--- config.mk ---
export PLATFORM = sky130hd
export DESIGN_NAME = spike_raster_decoder_flat
export DESIGN_NICKNAME = d
export VERILOG_FILES = /design/src/rtl/spike_raster_decoder_if.sv /design/src/rtl/spike_raster_decoder.sv /design/src/flat_wrapper.sv
export SDC_FILE = /design/constraint.sdc
export NUM_CORES = 1
export LEC_CHECK = 0
export ABC_AREA = 1
export BUFFER_PORTS_ARGS = -buffer_cell sky130_fd_sc_hd__buf_4
export CAP_MARGIN = 25
export CELL_PAD_IN_SITES_DETAIL_PLACEMENT = 0
export CELL_PAD_IN_SITES_GLOBAL_PLACEMENT = 2
export CORE_MARGIN = 1.5
export CORE_UTILIZATION = 31
export CTS_BUF_LIST = sky130_fd_sc_hd__clkbuf_8 sky130_fd_sc_hd__clkbuf_16
export DETAILED_ROUTE_END_ITERATION = 8
export PLACE_DENSITY = 0.74
export RECOVER_POWER = 50
export REMOVE_ABC_BUFFERS = 1
export SYNTH_ARGS = -nofsm -noshare
export SYNTH_HDL_FRONTEND = slang
export SYNTH_SLANG_ARGS = --single-unit
--- constraint.sdc ---
create_clock -name aclk -period 2.57 [get_ports aclk]
set_clock_uncertainty 0.2 [all_clocks]
set_input_delay 0.1285 -clock aclk [delete_from_list [all_inputs] [get_ports aclk]]
set_output_delay 0.1285 -clock aclk [all_outputs]
set_load 0.01 [all_outputs]
--- src/rtl/spike_raster_decoder_if.sv ---
// Bus bundle for the spike raster decoder: inbound spike-time stream,
// outbound raster steps and the error pulses.
// The slave modport is the decoder's view; master is the driving side.
interface spike_raster_decoder_if #(
  parameter int N  = 32,
  parameter int T  = 1,
  parameter int TA = 1,
  parameter int TS = 33,
  parameter int NN = 1,
  parameter int SW = 6
);
  logic [8*NN-1:0] s_tdata;
  logic            s_tvalid;
  logic            s_tready;
  logic            s_tlast;
  logic [N-1:0]    m_spikes;
  logic [SW-1:0]   m_step;
  logic [TA-1:0]   m_block;
  logic            m_valid;
  logic            m_ready;
  logic            m_last;
  logic            m_frame_last;
  logic            err_len;
  logic            err_range;

  modport slave (
    input  s_tdata, s_tvalid, s_tlast, m_ready,
    output s_tready, m_spikes, m_step, m_block, m_valid, m_last,
           m_frame_last, err_len, err_range
  );

  modport master (
    output s_tdata, s_tvalid, s_tlast, m_ready,
    input  s_tready, m_spikes, m_step, m_block, m_valid, m_last,
           m_frame_last, err_len, err_range
  );
endinterface

--- src/rtl/spike_raster_decoder.sv ---
// Spike raster decoder: buffers one block of N spike times from an
// AXI4-Stream, then replays TS time steps of N-bit spike vectors.
// Single buffer, so loading and playback alternate strictly.
module spike_raster_decoder #(
  parameter int N  = 32,
  parameter int T  = 1,
  parameter int TA = 1,
  parameter int TS = 33,
  parameter int NN = 1,
  parameter int SW = 6
) (
  input  logic                   aclk,
  input  logic                   aresetn,
  spike_raster_decoder_if.slave  bus
);
  localparam int DW = 8 * NN;
  localparam int BW = (N > 1) ? $clog2(N) : 1;

  // Time value meaning "did not fire"; anything above it is out of range.
  localparam logic [DW-1:0] NO_SPIKE   = DW'(TS);
  localparam logic [BW-1:0] BEAT_LAST  = BW'(N - 1);
  localparam logic [SW-1:0] STEP_LAST  = SW'(TS - 1);
  localparam logic [TA-1:0] BLOCK_LAST = TA'(T - 1);

  typedef enum logic [0:0] {
    ST_LOAD = 1'b0,
    ST_PLAY = 1'b1
  } state_e;

  state_e          state_q, state_d;
  logic [BW-1:0]   beat_q, beat_d;
  logic [DW-1:0]   time_q  [N];
  logic [DW-1:0]   time_nx [N];
  logic            tready_q, tready_d;
  logic            valid_q, valid_d;
  logic [N-1:0]    spikes_q, spikes_d;
  logic [SW-1:0]   step_q, step_d;
  logic [TA-1:0]   block_q, block_d;
  logic            last_q, last_d;
  logic            flast_q, flast_d;
  logic            err_len_q, err_len_d;
  logic            err_range_q, err_range_d;

  logic accept_s;
  logic block_end_s;
  logic m_hs_s;
  logic play_done_s;

  // tready is only ever high in LOAD, so an accepted beat implies LOAD.
  assign accept_s    = bus.s_tvalid && tready_q;
  assign block_end_s = accept_s && (bus.s_tlast || (beat_q == BEAT_LAST));
  assign m_hs_s      = valid_q && bus.m_ready;
  assign play_done_s = m_hs_s && (step_q == STEP_LAST);

  // State register.
  always_ff @(posedge aclk or negedge aresetn) begin
    if (!aresetn) begin
      state_q <= ST_LOAD;
    end else begin
      state_q <= state_d;
    end
  end

  // Next state: LOAD until block end, PLAY until the last step handshakes.
  always_comb begin
    state_d = state_q;
    case (state_q)
      ST_LOAD: begin
        if (block_end_s) state_d = ST_PLAY;
        else             state_d = ST_LOAD;
      end
      ST_PLAY: begin
        if (play_done_s) state_d = ST_LOAD;
        else             state_d = ST_PLAY;
      end
      default: state_d = ST_LOAD;
    endcase
  end

  // Effective buffer contents after this cycle's write, including the
  // no-spike fill behind an early tlast, so step 0 can be computed at once.
  always_comb begin
    for (int i = 0; i < N; i++) begin
      if (accept_s && (BW'(i) == beat_q)) begin
        time_nx[i] = bus.s_tdata;
      end else if (block_end_s && (BW'(i) > beat_q)) begin
        time_nx[i] = NO_SPIKE;
      end else begin
        time_nx[i] = time_q[i];
      end
    end
  end

  // Output / datapath next values for each state.
  always_comb begin
    beat_d      = beat_q;
    step_d      = step_q;
    block_d     = block_q;
    valid_d     = valid_q;
    tready_d    = (state_d == ST_LOAD);
    err_len_d   = accept_s && (bus.s_tlast != (beat_q == BEAT_LAST));
    err_range_d = accept_s && (bus.s_tdata > NO_SPIKE);
    case (state_q)
      ST_LOAD: begin
        if (block_end_s) begin
          beat_d  = '0;
          valid_d = 1'b1;
          step_d  = '0;
        end else if (accept_s) begin
          beat_d  = beat_q + BW'(1);
          valid_d = 1'b0;
        end else begin
          beat_d  = beat_q;
          valid_d = 1'b0;
        end
      end
      ST_PLAY: begin
        beat_d = '0;
        if (play_done_s) begin
          valid_d = 1'b0;
          step_d  = '0;
          block_d = (block_q == BLOCK_LAST) ? '0 : block_q + TA'(1);
        end else if (m_hs_s) begin
          valid_d = 1'b1;
          step_d  = step_q + SW'(1);
        end else begin
          valid_d = valid_q;
          step_d  = step_q;
        end
      end
      default: begin
        beat_d  = '0;
        valid_d = 1'b0;
        step_d  = '0;
      end
    endcase
    last_d   = valid_d && (step_d == STEP_LAST);
    flast_d  = last_d && (block_d == BLOCK_LAST);
    spikes_d = '0;
    for (int i = 0; i < N; i++) begin
      spikes_d[i] = valid_d && (time_nx[i] == DW'(step_d));
    end
  end

  // Control and output registers; everything returns to idle on reset.
  always_ff @(posedge aclk or negedge aresetn) begin
    if (!aresetn) begin
      beat_q      <= '0;
      tready_q    <= 1'b0;
      valid_q     <= 1'b0;
      spikes_q    <= '0;
      step_q      <= '0;
      block_q     <= '0;
      last_q      <= 1'b0;
      flast_q     <= 1'b0;
      err_len_q   <= 1'b0;
      err_range_q <= 1'b0;
    end else begin
      beat_q      <= beat_d;
      tready_q    <= tready_d;
      valid_q     <= valid_d;
      spikes_q    <= spikes_d;
      step_q      <= step_d;
      block_q     <= block_d;
      last_q      <= last_d;
      flast_q     <= flast_d;
      err_len_q   <= err_len_d;
      err_range_q <= err_range_d;
    end
  end

  // Spike-time buffer; contents are meaningless until a block is loaded.
  always_ff @(posedge aclk) begin
    for (int i = 0; i < N; i++) begin
      time_q[i] <= time_nx[i];
    end
  end

  assign bus.s_tready     = tready_q;
  assign bus.m_valid      = valid_q;
  assign bus.m_spikes     = spikes_q;
  assign bus.m_step       = step_q;
  assign bus.m_block      = block_q;
  assign bus.m_last       = last_q;
  assign bus.m_frame_last = flast_q;
  assign bus.err_len      = err_len_q;
  assign bus.err_range    = err_range_q;
endmodule
--- src/flat_wrapper.sv ---
// flat-port wrapper written by rule: the top's interface ports become plain ports
module spike_raster_decoder_flat 
#(
  parameter int N  = 32,
  parameter int T  = 1,
  parameter int TA = 1,
  parameter int TS = 33,
  parameter int NN = 1,
  parameter int SW = 6
)
  (aclk, aresetn, bus_s_tdata, bus_s_tvalid, bus_s_tlast, bus_m_ready, bus_s_tready, bus_m_spikes, bus_m_step, bus_m_block, bus_m_valid, bus_m_last, bus_m_frame_last, bus_err_len, bus_err_range);
  spike_raster_decoder_if #(.N(N), .T(T), .TA(TA), .TS(TS), .NN(NN), .SW(SW)) bus_i ();
  input  logic aclk;
  input  logic aresetn;
  input wire logic [$bits(bus_i.s_tdata)-1:0] bus_s_tdata;
  input wire logic [$bits(bus_i.s_tvalid)-1:0] bus_s_tvalid;
  input wire logic [$bits(bus_i.s_tlast)-1:0] bus_s_tlast;
  input wire logic [$bits(bus_i.m_ready)-1:0] bus_m_ready;
  output wire logic [$bits(bus_i.s_tready)-1:0] bus_s_tready;
  output wire logic [$bits(bus_i.m_spikes)-1:0] bus_m_spikes;
  output wire logic [$bits(bus_i.m_step)-1:0] bus_m_step;
  output wire logic [$bits(bus_i.m_block)-1:0] bus_m_block;
  output wire logic [$bits(bus_i.m_valid)-1:0] bus_m_valid;
  output wire logic [$bits(bus_i.m_last)-1:0] bus_m_last;
  output wire logic [$bits(bus_i.m_frame_last)-1:0] bus_m_frame_last;
  output wire logic [$bits(bus_i.err_len)-1:0] bus_err_len;
  output wire logic [$bits(bus_i.err_range)-1:0] bus_err_range;
  assign bus_i.s_tdata = bus_s_tdata;
  assign bus_i.s_tvalid = bus_s_tvalid;
  assign bus_i.s_tlast = bus_s_tlast;
  assign bus_i.m_ready = bus_m_ready;
  assign bus_s_tready = bus_i.s_tready;
  assign bus_m_spikes = bus_i.m_spikes;
  assign bus_m_step = bus_i.m_step;
  assign bus_m_block = bus_i.m_block;
  assign bus_m_valid = bus_i.m_valid;
  assign bus_m_last = bus_i.m_last;
  assign bus_m_frame_last = bus_i.m_frame_last;
  assign bus_err_len = bus_i.err_len;
  assign bus_err_range = bus_i.err_range;
  spike_raster_decoder #(.N(N), .T(T), .TA(TA), .TS(TS), .NN(NN), .SW(SW)) u_core (.aclk(aclk), .aresetn(aresetn), .bus(bus_i));
endmodule
==> out/qor.yml <==
clock_tree:
  clockBufferDepth: 3
  cts.sinks: 307
  cts_max_level: 2
  tritoncts: "yes"
  clk_pin_slew_ps: 60
  clk_latency_ps: 580
  numCtsBuffers: 40
  cts-root-buf: "clkbuf_16"
cells_and_area:
  layout_common_cells: "972 x nand2_1, 348 x inv_1, 347 x nor2_1, 256 x dfxtp_1, 214 x nand3_1"
  fin_area_um2: 21900
  syn2layout_area_growth_pct: 35.5
  diodes: 0
  final_layout_size_suffix_gt1_share_pct: 18.1
  fin_nets: 2942
  final_common_cell: "nand2_1"
die:
  coreArea_um2: 51400
  core.rowCount: 83
  initial_core_util_pct: 31.4
  die_width_um: 231
  die_area_um2: 53500
  io_pins: 58
  die_h_um: 231
yosys:
  synth_edf_count: 0
  avgSynthCellArea_um2: 6.10
  yosysWarningCount: 0
  synth_cell_types: 36
  synthTopCellsByArea: "dfxtp_1 32%, nand2_1 24%, nor2_1 8.7%"
  async_flop_share_pct: 16.6
  synthCells: 2647
  synth_area_leader_cell: "dfxtp_1"
  synth-seq-cells: 307
  yosys.area.top_type_share_pct: 31.7
  syn-cell-area_um2: 16100
  yosysSeqAreaShare_pct: 39.6
  synth_ff_type: "dfxtp_1"
place:
  gp_congestion: 0.881
  io_buffers: 57
  placed_area_um2: 19200
  dpl_worst_slack_ps: -321
  dp_hpwl_um: 41900
min_path:
  min_from: "bus_s_tvalid"
  holdPathStages: 5
  hp-class: "primary input to flip-flop"
  min_to: "u_core.bus.err_range"
power_and_ir_drop:
  internal-power_mw: 8.22
  p_seq_share_pct: 44.6
  pwr-share-comb_pct: 2.3
  switchingPower_mw: 2.49
  power.leakage_nw: 12.0
  p_per_area_nw_per_um2: 490
  clkPwrFrac_pct: 53.1
  peakVddDrop_v: 0.000340
  swShare_pct: 23.2
sta:
  setup_ws_ps: -228
  grt_setup_unrepaired: "true"
  period_share_pct: 109
  slew_violations: 0
  fin_crit_ps: 2800
  setup_viol: 34
  worstMarginPinSlew_ps: 1490
  hold_viol_final: 0
  relSlewSlack_pct: 0.515
  max_freq_ghz: 0.357
drt:
  routedWlPerCell_um: 18.6
  wl_um: 67600
  vias: 17200
  ant_nets: 0
  drt_iter0_markers: 1158
  viasPerCell: 4.74
  route.detailed.drc: 0
  firstDrtPassIters: 5
worst_setup_path:
  r2r-end: "u_core.bus.m_spikes[31]"
  startpoint_type: "flip-flop"
  worstPathRequired_ps: 2850
  rr_startpoint: "u_core.beat_q[0]"
  timing.setup.critical_path_class: "flip-flop to flip-flop"
  r2r_cells: 20
  cp.arrival_ps: 3080
  r2r_setup_slack_ps: -230
  critPathCaptureType: "flip-flop"
  crit_path_max_fanout: 7
grt:
  grt_use_total_pct: 24.4
  grt.overflow.total: 0
  antenna_found_initial: 0
  grt_pass1_vias: 16000
  grt_pass1_wl_um: 98300
  grt_max_degree: 34
status:
  outcome: "finished with violations"
  violations: "setup timing"
flow_run:
  drv_cap: 0
layout make-up:
type                       count  area, µm²
fill                        5479      29500
multi-input combinational   1874       8600
sequential                   307       6400
timing repair buffer         331       3290
inverter                     368       1400
clock buffer                  55       1220
tap                          680        851
clock inverter                18        113
flip-flops by register name (all words and copies together) (netlist names), 5 cells and up:
| signal | flops |
|---|---|
| u_core.beat_q | 5 |
| u_core.bus.m_spikes | 32 |
| u_core.bus.m_step | 6 |
| u_core.time_q | 256 |
synth_stat cells, types with 6 or more instances:
cell,count
ha_1,7
o211ai_1,8
dfrtp_1,51
xor2_1,9
a22oi_1,9
dfxtp_1,256
buf_4,13
inv_2,6
nor2_1,373
o22ai_1,7
nand4_1,14
nand2_1,1035
inv_1,356
o21ai_1,13
nand3b_1,7
nor2_2,18
a21oi_1,25
clkbuf_1,48
o21ai_0,91
buf_2,34
nand3_1,231
worst max-delay path by stage:
stage	start	endpoint	slack (ps)	depth (start not counted)
after floorplan	u_core.beat_q[0]	u_core.bus.m_spikes[15]	-1390	14
after global placement	u_core.beat_q[0]	u_core.bus.m_spikes[8]	-330	16
after detailed placement	u_core.beat_q[0]	u_core.bus.m_spikes[13]	-320	19
after CTS	u_core.beat_q[0]	u_core.bus.m_spikes[3]	-150	19
after global routing	u_core.beat_q[0]	u_core.bus.m_spikes[31]	-380	20
final	u_core.beat_q[0]	u_core.bus.m_spikes[31]	-230	20
critical path, stage by stage (launching register included):
cell     delay (ps)
dfrtp_1         370
ha_2            190
nand2_2          60
nor2_2           80
ha_2            190
inv_2            50
ha_4            150
inv_2            70
nand3_4          90
nand2_4         130
buf_12          120
nor2_2           40
buf_4           140
a21oi_4         200
buf_6           140
buf_12          130
nand2_1          60
o21ai_0         100
nor2_1           70
nand2_1          70
nor2_2           40
power by group through the flow:
stage               clock (mW)  combinational, mW  sequential, mW
floorplan                    0             0.0218            4.87
CTS                       5.81              0.255            4.77
global placement             0              0.231            4.87
global route              6.01              0.254            4.77
finish                    5.69              0.247            4.77
detailed placement           0              0.231            4.87
per-stage QoR:
stage / utilization (%) / hold WS (ps) / instances / TNS (ps) / power, mW
6_report: 42.5 / 35.2 / 3633 / -5630 / 10.7
5_1_grt: 42.5 / 37.5 / 3633 / -12490 / 11.0
4_1_cts: 41.5 / 3.38 / 3618 / -3430 / 10.8
3_5_place_dp: 37.4 / 19.4 / 3513 / -9280 / 5.10
3_3_place_gp: 37.4 / 11.8 / 3513 / -8170 / 5.10
2_1_floorplan: - / -367 / 2548 / -66450 / 4.90
cells by family (layout without fill, tap and decap cells):
family	count (synthesis)	after routing	synth area share, %
DFF	307	307	39.6
and+or+nand+nor	1689	1690	42.0
AOI/OAI and AO/OA	164	164	5.55
buffers and inverters	467	772	11.5
adders and majority gates	7	7	0.542
xor gates and xnor gates	13	13	0.705
what timing repair did:
action	in CTS	in global routing
endpoints found under the hold margin	124	0
endpoints found under the setup margin	57	92
resized for setup	96	151
buffers inserted	13	13
cloned	7	8
hold buffers	12	0
pin swaps	22	47
metal layers:
layer | part of all wire, % | vias up | wire [µm] | GRT usage (%)
met2 | 47 | 396 | 31800 | 41.2
li1 | - | 8633 | - | -
met4 | 3.1 | 0 | 2100 | 8.25
met3 | 4.4 | 119 | 2970 | 2.98
met5 | 0 | - | 0 | 0
met1 | 45 | 8055 | 30700 | 32.1
Power figures use the tool's default switching activity.
